<file path="src/rtl/exception_ctrl_if.sv">
// Purpose : bundles the MEM-stage exception/CP0 signals between the pipeline and exception_ctrl.
// Latency : wires only; no storage.
// Backpressure: none; every field is sampled or driven each cycle.
// Ports (master = pipeline side, slave = exception_ctrl):
//   mem_valid, mem_pc, mem_in_ds, mem_bad_addr, exc_* flags, mem_eret, hw_int,
//   cp0_we, cp0_waddr, cp0_raddr, cp0_wdata      : master -> slave
//   cp0_rdata, flush, pc_redirect, exception_pc, exl : slave -> master
interface exception_ctrl_if;
  logic        mem_valid;
  logic [31:0] mem_pc;
  logic        mem_in_ds;
  logic [31:0] mem_bad_addr;
  logic        exc_adel_if;
  logic        exc_ri;
  logic        exc_ov;
  logic        exc_sys;
  logic        exc_bp;
  logic        exc_adel_ld;
  logic        exc_ades;
  logic        mem_eret;
  logic [5:0]  hw_int;
  logic        cp0_we;
  logic [4:0]  cp0_waddr;
  logic [4:0]  cp0_raddr;
  logic [31:0] cp0_wdata;
  logic [31:0] cp0_rdata;
  logic        flush;
  logic        pc_redirect;
  logic [31:0] exception_pc;
  logic        exl;

  modport master (
    output mem_valid, mem_pc, mem_in_ds, mem_bad_addr,
           exc_adel_if, exc_ri, exc_ov, exc_sys, exc_bp, exc_adel_ld, exc_ades,
           mem_eret, hw_int, cp0_we, cp0_waddr, cp0_raddr, cp0_wdata,
    input  cp0_rdata, flush, pc_redirect, exception_pc, exl
  );

  modport slave (
    input  mem_valid, mem_pc, mem_in_ds, mem_bad_addr,
           exc_adel_if, exc_ri, exc_ov, exc_sys, exc_bp, exc_adel_ld, exc_ades,
           mem_eret, hw_int, cp0_we, cp0_waddr, cp0_raddr, cp0_wdata,
    output cp0_rdata, flush, pc_redirect, exception_pc, exl
  );
endinterface

</file>
<file path="src/rtl/exception_ctrl.sv">
// Purpose : CP0-lite exception controller; prioritises MEM-stage exceptions/interrupts,
//           holds Status/Cause/EPC/BadVAddr/Count/Compare, sequences ERET, serves MTC0/MFC0.
// Latency : flush/pc_redirect/exception_pc and cp0_rdata are combinational (0 cycles);
//           CP0 state updates at the same edge the PC register takes the redirect.
// Backpressure: none; an event is acted on in the cycle it is presented.
// Ports   : clk, rst (sync, active-high); cp0_if (slave modport) carries MEM inputs,
//           CP0 read/write port and the flush/redirect outputs.
module exception_ctrl #(
  parameter logic [31:0] EXC_VECTOR = 32'h8000_0180
) (
  input  logic               clk,
  input  logic               rst,
  exception_ctrl_if.slave    cp0_if
);

  localparam logic [4:0] A_BADVADDR = 5'd8;
  localparam logic [4:0] A_COUNT    = 5'd9;
  localparam logic [4:0] A_COMPARE  = 5'd11;
  localparam logic [4:0] A_STATUS   = 5'd12;
  localparam logic [4:0] A_CAUSE    = 5'd13;
  localparam logic [4:0] A_EPC      = 5'd14;

  localparam logic [4:0] EC_INT  = 5'd0;
  localparam logic [4:0] EC_ADEL = 5'd4;
  localparam logic [4:0] EC_ADES = 5'd5;
  localparam logic [4:0] EC_SYS  = 5'd8;
  localparam logic [4:0] EC_BP   = 5'd9;
  localparam logic [4:0] EC_RI   = 5'd10;
  localparam logic [4:0] EC_OV   = 5'd12;

  // Status fields
  logic [7:0]  r_im;
  logic        r_exl;
  logic        r_ie;
  // Cause fields
  logic        r_bd;
  logic        r_ti;
  logic [7:0]  r_ip;
  logic [4:0]  r_exccode;
  // Full-width registers
  logic [31:0] r_epc;
  logic [31:0] r_badvaddr;
  logic [31:0] r_count;
  logic [31:0] r_compare;

  logic        w_int_p;
  logic        w_any_flag;
  logic        w_exc_take;
  logic        w_eret_take;
  logic [4:0]  w_exc_code;
  logic        w_badv_load;
  logic [31:0] w_badv_val;
  logic        w_wr;
  logic [31:0] w_count_nxt;
  logic [31:0] w_status_word;
  logic [31:0] w_cause_word;

  assign w_int_p    = r_ie & ~r_exl & (|(r_ip & r_im));
  assign w_any_flag = cp0_if.exc_adel_if | cp0_if.exc_ri | cp0_if.exc_ov | cp0_if.exc_sys |
                      cp0_if.exc_bp | cp0_if.exc_adel_ld | cp0_if.exc_ades;
  // Reset masks the event so neither state nor flush reacts during rst.
  assign w_exc_take  = ~rst & cp0_if.mem_valid & (w_int_p | w_any_flag);
  assign w_eret_take = ~rst & cp0_if.mem_valid & cp0_if.mem_eret & ~w_exc_take;
  // An MTC0 colliding with an exception is squashed along with its instruction.
  assign w_wr        = cp0_if.cp0_we & cp0_if.mem_valid & ~w_exc_take;

  // Priority encoder; also selects which address (if any) lands in BadVAddr.
  always_comb begin
    w_exc_code  = EC_INT;
    w_badv_load = 1'b0;
    w_badv_val  = cp0_if.mem_bad_addr;
    if (w_int_p) begin
      w_exc_code = EC_INT;
    end else if (cp0_if.exc_adel_if) begin
      w_exc_code  = EC_ADEL;
      w_badv_load = 1'b1;
      w_badv_val  = cp0_if.mem_pc;
    end else if (cp0_if.exc_ri) begin
      w_exc_code = EC_RI;
    end else if (cp0_if.exc_ov) begin
      w_exc_code = EC_OV;
    end else if (cp0_if.exc_sys) begin
      w_exc_code = EC_SYS;
    end else if (cp0_if.exc_bp) begin
      w_exc_code = EC_BP;
    end else if (cp0_if.exc_adel_ld) begin
      w_exc_code  = EC_ADEL;
      w_badv_load = 1'b1;
    end else if (cp0_if.exc_ades) begin
      w_exc_code  = EC_ADES;
      w_badv_load = 1'b1;
    end
  end

  assign w_count_nxt = (w_wr && cp0_if.cp0_waddr == A_COUNT) ? cp0_if.cp0_wdata
                                                             : r_count + 32'd1;

  assign w_status_word = {16'd0, r_im, 6'd0, r_exl, r_ie};
  assign w_cause_word  = {r_bd, r_ti, 14'd0, r_ip, 1'b0, r_exccode, 2'b00};

  always_comb begin
    cp0_if.cp0_rdata = 32'd0;
    case (cp0_if.cp0_raddr)
      A_BADVADDR: cp0_if.cp0_rdata = r_badvaddr;
      A_COUNT:    cp0_if.cp0_rdata = r_count;
      A_COMPARE:  cp0_if.cp0_rdata = r_compare;
      A_STATUS:   cp0_if.cp0_rdata = w_status_word;
      A_CAUSE:    cp0_if.cp0_rdata = w_cause_word;
      A_EPC:      cp0_if.cp0_rdata = r_epc;
      default:    cp0_if.cp0_rdata = 32'd0;
    endcase
  end

  assign cp0_if.flush        = w_exc_take | w_eret_take;
  assign cp0_if.pc_redirect  = w_exc_take | w_eret_take;
  assign cp0_if.exception_pc = w_exc_take  ? EXC_VECTOR :
                               w_eret_take ? r_epc      : 32'd0;
  assign cp0_if.exl          = r_exl;

  always_ff @(posedge clk) begin
    if (rst) begin
      r_im       <= '0;
      r_exl      <= 1'b0;
      r_ie       <= 1'b0;
      r_bd       <= 1'b0;
      r_ti       <= 1'b0;
      r_ip       <= '0;
      r_exccode  <= '0;
      r_epc      <= '0;
      r_badvaddr <= '0;
      r_count    <= '0;
      r_compare  <= '0;
    end else begin
      r_count <= w_count_nxt;

      // Compare write clears TI and beats a same-cycle match.
      if (w_wr && cp0_if.cp0_waddr == A_COMPARE) begin
        r_ti <= 1'b0;
      end else if (w_count_nxt == r_compare) begin
        r_ti <= 1'b1;
      end

      // Hardware lines and timer fold into IP[7:2] one cycle late.
      r_ip[7:2] <= {cp0_if.hw_int[5] | r_ti, cp0_if.hw_int[4:0]};

      if (w_wr) begin
        case (cp0_if.cp0_waddr)
          A_BADVADDR: r_badvaddr <= cp0_if.cp0_wdata;
          A_COMPARE:  r_compare  <= cp0_if.cp0_wdata;
          A_STATUS: begin
            r_im  <= cp0_if.cp0_wdata[15:8];
            r_exl <= cp0_if.cp0_wdata[1];
            r_ie  <= cp0_if.cp0_wdata[0];
          end
          A_CAUSE:    r_ip[1:0]  <= cp0_if.cp0_wdata[9:8];
          A_EPC:      r_epc      <= cp0_if.cp0_wdata;
          default: ;
        endcase
      end

      if (w_exc_take) begin
        r_exccode <= w_exc_code;
        // Nested exceptions keep the original return point.
        if (!r_exl) begin
          r_epc <= cp0_if.mem_in_ds ? cp0_if.mem_pc - 32'd4 : cp0_if.mem_pc;
          r_bd  <= cp0_if.mem_in_ds;
        end
        r_exl <= 1'b1;
        if (w_badv_load) begin
          r_badvaddr <= w_badv_val;
        end
      end else if (w_eret_take) begin
        r_exl <= 1'b0;
      end
    end
  end

endmodule
</file>
<file path="src/flat_wrapper.sv">
// flat-port wrapper written by rule: the top's interface ports become plain ports
module exception_ctrl_flat 
#(
  parameter logic [31:0] EXC_VECTOR = 32'h8000_0180
)
  (clk, rst, cp0_if_mem_valid, cp0_if_mem_pc, cp0_if_mem_in_ds, cp0_if_mem_bad_addr, cp0_if_exc_adel_if, cp0_if_exc_ri, cp0_if_exc_ov, cp0_if_exc_sys, cp0_if_exc_bp, cp0_if_exc_adel_ld, cp0_if_exc_ades, cp0_if_mem_eret, cp0_if_hw_int, cp0_if_cp0_we, cp0_if_cp0_waddr, cp0_if_cp0_raddr, cp0_if_cp0_wdata, cp0_if_cp0_rdata, cp0_if_flush, cp0_if_pc_redirect, cp0_if_exception_pc, cp0_if_exl);
  exception_ctrl_if cp0_if_i ();
  input  logic clk;
  input  logic rst;
  input wire logic [$bits(cp0_if_i.mem_valid)-1:0] cp0_if_mem_valid;
  input wire logic [$bits(cp0_if_i.mem_pc)-1:0] cp0_if_mem_pc;
  input wire logic [$bits(cp0_if_i.mem_in_ds)-1:0] cp0_if_mem_in_ds;
  input wire logic [$bits(cp0_if_i.mem_bad_addr)-1:0] cp0_if_mem_bad_addr;
  input wire logic [$bits(cp0_if_i.exc_adel_if)-1:0] cp0_if_exc_adel_if;
  input wire logic [$bits(cp0_if_i.exc_ri)-1:0] cp0_if_exc_ri;
  input wire logic [$bits(cp0_if_i.exc_ov)-1:0] cp0_if_exc_ov;
  input wire logic [$bits(cp0_if_i.exc_sys)-1:0] cp0_if_exc_sys;
  input wire logic [$bits(cp0_if_i.exc_bp)-1:0] cp0_if_exc_bp;
  input wire logic [$bits(cp0_if_i.exc_adel_ld)-1:0] cp0_if_exc_adel_ld;
  input wire logic [$bits(cp0_if_i.exc_ades)-1:0] cp0_if_exc_ades;
  input wire logic [$bits(cp0_if_i.mem_eret)-1:0] cp0_if_mem_eret;
  input wire logic [$bits(cp0_if_i.hw_int)-1:0] cp0_if_hw_int;
  input wire logic [$bits(cp0_if_i.cp0_we)-1:0] cp0_if_cp0_we;
  input wire logic [$bits(cp0_if_i.cp0_waddr)-1:0] cp0_if_cp0_waddr;
  input wire logic [$bits(cp0_if_i.cp0_raddr)-1:0] cp0_if_cp0_raddr;
  input wire logic [$bits(cp0_if_i.cp0_wdata)-1:0] cp0_if_cp0_wdata;
  output wire logic [$bits(cp0_if_i.cp0_rdata)-1:0] cp0_if_cp0_rdata;
  output wire logic [$bits(cp0_if_i.flush)-1:0] cp0_if_flush;
  output wire logic [$bits(cp0_if_i.pc_redirect)-1:0] cp0_if_pc_redirect;
  output wire logic [$bits(cp0_if_i.exception_pc)-1:0] cp0_if_exception_pc;
  output wire logic [$bits(cp0_if_i.exl)-1:0] cp0_if_exl;
  assign cp0_if_i.mem_valid = cp0_if_mem_valid;
  assign cp0_if_i.mem_pc = cp0_if_mem_pc;
  assign cp0_if_i.mem_in_ds = cp0_if_mem_in_ds;
  assign cp0_if_i.mem_bad_addr = cp0_if_mem_bad_addr;
  assign cp0_if_i.exc_adel_if = cp0_if_exc_adel_if;
  assign cp0_if_i.exc_ri = cp0_if_exc_ri;
  assign cp0_if_i.exc_ov = cp0_if_exc_ov;
  assign cp0_if_i.exc_sys = cp0_if_exc_sys;
  assign cp0_if_i.exc_bp = cp0_if_exc_bp;
  assign cp0_if_i.exc_adel_ld = cp0_if_exc_adel_ld;
  assign cp0_if_i.exc_ades = cp0_if_exc_ades;
  assign cp0_if_i.mem_eret = cp0_if_mem_eret;
  assign cp0_if_i.hw_int = cp0_if_hw_int;
  assign cp0_if_i.cp0_we = cp0_if_cp0_we;
  assign cp0_if_i.cp0_waddr = cp0_if_cp0_waddr;
  assign cp0_if_i.cp0_raddr = cp0_if_cp0_raddr;
  assign cp0_if_i.cp0_wdata = cp0_if_cp0_wdata;
  assign cp0_if_cp0_rdata = cp0_if_i.cp0_rdata;
  assign cp0_if_flush = cp0_if_i.flush;
  assign cp0_if_pc_redirect = cp0_if_i.pc_redirect;
  assign cp0_if_exception_pc = cp0_if_i.exception_pc;
  assign cp0_if_exl = cp0_if_i.exl;
  exception_ctrl #(.EXC_VECTOR(EXC_VECTOR)) u_core (.clk(clk), .rst(rst), .cp0_if(cp0_if_i));
endmodule
</file>
<file path="config.mk">
export PLATFORM = sky130hd
export DESIGN_NAME = exception_ctrl_flat
export DESIGN_NICKNAME = d
export VERILOG_FILES = /design/src/rtl/exception_ctrl_if.sv /design/src/rtl/exception_ctrl.sv /design/src/flat_wrapper.sv
export SDC_FILE = /design/constraint.sdc
export NUM_CORES = 1
export LEC_CHECK = 0
export CAP_MARGIN = 25
export CORE_UTILIZATION = 55
export CTS_BUF_LIST = sky130_fd_sc_hd__clkbuf_8
export DETAILED_ROUTE_END_ITERATION = 8
export DONT_BUFFER_PORTS = 1
export GPL_TIMING_DRIVEN = 0
export PLACE_DENSITY = 0.7
export SETUP_SLACK_MARGIN = 0.1
export SLEW_MARGIN = 15
export SYNTH_ARGS = -nofsm -noshare
export SYNTH_HDL_FRONTEND = slang
export SYNTH_SLANG_ARGS = --single-unit
</file>
<file path="constraint.sdc">
create_clock -name clk -period 3.5 [get_ports clk]
set_input_delay 0.35 -clock clk [delete_from_list [all_inputs] [get_ports clk]]
set_output_delay 0.35 -clock clk [all_outputs]
set_load 0.1 [all_outputs]
</file>
==> flow_metrics.tcl <==
set metrics [dict create \
    grt.met3_usage_pct 9.92 \
    wl_microns 36900 \
    ys_async_sr_fraction_pct 0 \
    num_rows 47 \
    worst_slew_pin_slew_ns 1.11 \
    wl_per_cell_microns 26.1 \
    cpMostUsedCell "clkbuf_1" \
    crit_chain "clkbuf_1 -> nor3b_1 -> clkbuf_1 -> a22oi_1 -> nand3_1" \
    fp.dieW_microns 132 \
    grt-ovfl-total 0 \
    area_growth_pct 10.9 \
    yosysTopAreaCell "dfxtp_1" \
    final_common_cell "dfxtp_1" \
    synth.distinct_cells 67 \
    dpl-instance-area_sq_um 9650 \
    violations "hold timing" \
    ant_nets 0 \
    cap_violations 0 \
    clkTransAtPathRegs_ns 0.09 \
    cp_slowest_cell "nand3_1" \
    drc 0 \
    switching_share_pct 30.2 \
    path_buf_inv 2 \
    initialDrtViolationCount 1387 \
    criticalPathCategory "input port to primary output" \
    die_h_microns 132 \
    num-nets-final 1308 \
    worstSkewPairLatency_ns 0.48 \
    worst_ir_drop_vdd_mv 0.249 \
    vias_per_cell 6.70 \
    yosysTopAreaCellShare_pct 32.7 \
    finalCriticalPeriod_ns 3.41 \
    routabilityCongestion 1.00 \
    syn_area_per_cell_sq_um 8.09 \
    grtUsageMet1_pct 58.0 \
    stdcell_area_sq_um 10300 \
    clockBufferDepth 2 \
    fin_crit_sh_pct 97.3 \
    share_seq_of_total_power_pct 52.2 \
    hpwl_microns 28400 \
    antenna_cells 0 \
    finalSetupViolCount 0 \
    io_pins 192 \
    fmax_ghz 0.294 \
    dieArea_sq_um 17400 \
    cts_tree "built" \
    grt.met2_usage_pct 62.3 \
    core_area_sq_um 16500 \
    ys_seq_area_share_pct 32.7 \
    status "finished, violations left" \
    synth_area_sq_um 9300 \
    synth-main-ff-cell "dfxtp_1" \
    cellPowerDensity_nw_per_um2 347 \
    synth_nets 1277 \
    ys_ff_latch 152 \
    grt_first_pass_wirelength_microns 54200 \
    synth_edf_count 0 \
    clock-skew-final_ns 0.0119 \
    layout.cells.most_common_list "dfxtp_1 (151), nand2_1 (120), nor2_1 (117)" \
    pwr-share-comb_pct 12.2 \
    fin_ws_ns 0.0930 \
    rsz0062_at_grt "true" \
    finalSetupTns_ns 0 \
    cts_inserted_buffers 17 \
    clock-sinks 152 \
    p_switching_w 0.00108 \
    grt_pass1_vias 8736 \
    cp-end-kind "primary output" \
    cpPeakStageDelay_ns 0.83 \
    antenna_found_initial 0 \
    whs_ns -0.00174 \
    hold_violations 2 \
    port_buffers 0 \
    start_kind "input port" \
    clockRootBuffer "clkbuf_8" \
    yosysWarnings 0 \
    drtPass1Iterations 6 \
    grt_max_degree 17 \
    power.share.clock_pct 35.5 \
    track_usage_pct 41.8 \
    p_int_w 0.00250 \
    leakage_nw 3.67 \
    vias 9475 \
    htreeDepth 4 \
    slew_violations 0 \
    crit_required_ns 3.15 \
    critPathArrivalTime_ns 3.06 \
    hold_path_class "input port to register" \
    slew_headroom_pct 26.0 \
    critical_path.top_delay_family "simple AND/OR/NAND/NOR gates" \
    layout-drive-gt1-share_pct 11.1 \
    start_util_pct 56.3 \
    synthCells 1150 \
    pre_cts_ws_ns -0.659 \
    synth_area_leaders "dfxtp_1 (33%), mux2i_1 (9.1%), a211oi_1 (8.6%)" \
    crit_fanout 10 \
    grt-busiest-layer "met2" \
]
-- stage by stage --
stage | util (%) | instances | power [W]
floorplan | - | 1150 | 0.00219
CTS | 61.5 | 1407 | 0.00354
global route | 62.4 | 1414 | 0.00368
finish | 62.4 | 1414 | 0.00358
global placement | 58.0 | 1370 | 0.00231
detailed placement | 58.4 | 1373 | 0.00231
-- worst paths after layout --
kind	cells after the start	to	slack (ns)	startpoint
worst max-delay path	5	cp0_if_cp0_rdata[10]	0.09	cp0_if_cp0_raddr[1]
worst min-delay path	2	u_core.r_compare[19]	-0.002	cp0_if_cp0_wdata[19]
worst max register to register	11	u_core.r_ti	0.13	u_core.r_count[5]
worst min register to register	2	u_core.r_exccode[1]	0.47	u_core.r_exccode[1]
-- synth_stat cells, types with 11 or more instances --
library cell / n
dfxtp_1: 152
nand2_1: 124
nor2_1: 118
a211oi_1: 106
mux2i_1: 85
clkbuf_1: 72
a22oi_1: 67
a21oi_1: 54
nor2b_1: 43
xnor2_1: 43
xor2_1: 41
nand3_1: 31
and2_1: 30
nor3_1: 20
nor4_1: 17
inv_1: 16
nand4_1: 11
o21ai_0: 11
-- registers in the layout (all words and copies together), names as in the netlist --
signal / count
u_core.r_epc: 32
u_core.r_bd: 1
u_core.r_exccode: 4
u_core.r_ie: 1
u_core.r_compare: 32
u_core.r_ti: 1
u_core.r_count: 32
u_core.cp0_if.exl: 1
u_core.r_ip: 8
u_core.r_badvaddr: 32
u_core.r_im: 8
-- layout make-up --
type                    instances  area (sq um)
repair buffers                 12           155
clock inverters                15           114
plain buffers                  88           374
clock buffers                  17           234
fillers                      1485          6210
flip-flops and latches        152          3040
well taps                     220           275
inverters                      16          60.1
multi-input cells             894          6060
-- logic make-up after synthesis --
| family | Yosys count | share of synthesized area, % |
|---|---|---|
| multiplexers | 87 | 9.39 |
| adder cells (fa/ha/maj) | 2 | 0.269 |
| buffers and inverters | 104 | 4.52 |
| flip-flops | 152 | 32.7 |
| AND/OR/NAND/NOR | 440 | 23.7 |
| AO/OA/AOI/OAI | 281 | 21.5 |
| XOR/XNOR | 84 | 7.91 |
-- timing repair --
| action | CTS | global route |
|---|---|---|
| hold buffers | 2 | 1 |
| endpoints found under the hold margin | 2 | 1 |
| gates resized for setup | 68 | 33 |
| buffers inserted | 0 | 5 |
| endpoints found under the setup margin | 120 | 36 |
| pin swaps | 0 | 1 |
-- power by group through the flow --
stage	combinational [W]	sequential (W)	clock, W
2_1_floorplan	0.000323	0.00187	0
3_3_place_gp	0.000407	0.00190	0
3_5_place_dp	0.000415	0.00190	0
4_1_cts	0.000425	0.00186	0.00126
5_1_grt	0.000465	0.00187	0.00134
6_report	0.000438	0.00187	0.00127
-- metal layers --
layer / vias up / share of wire [%]
met1: 4485 / 41
met2: 662 / 43
li1: 4237 / -
met3: 91 / 12
met4: 0 / 3.7
met5: - / 0
(Power assumes the default switching activity.)
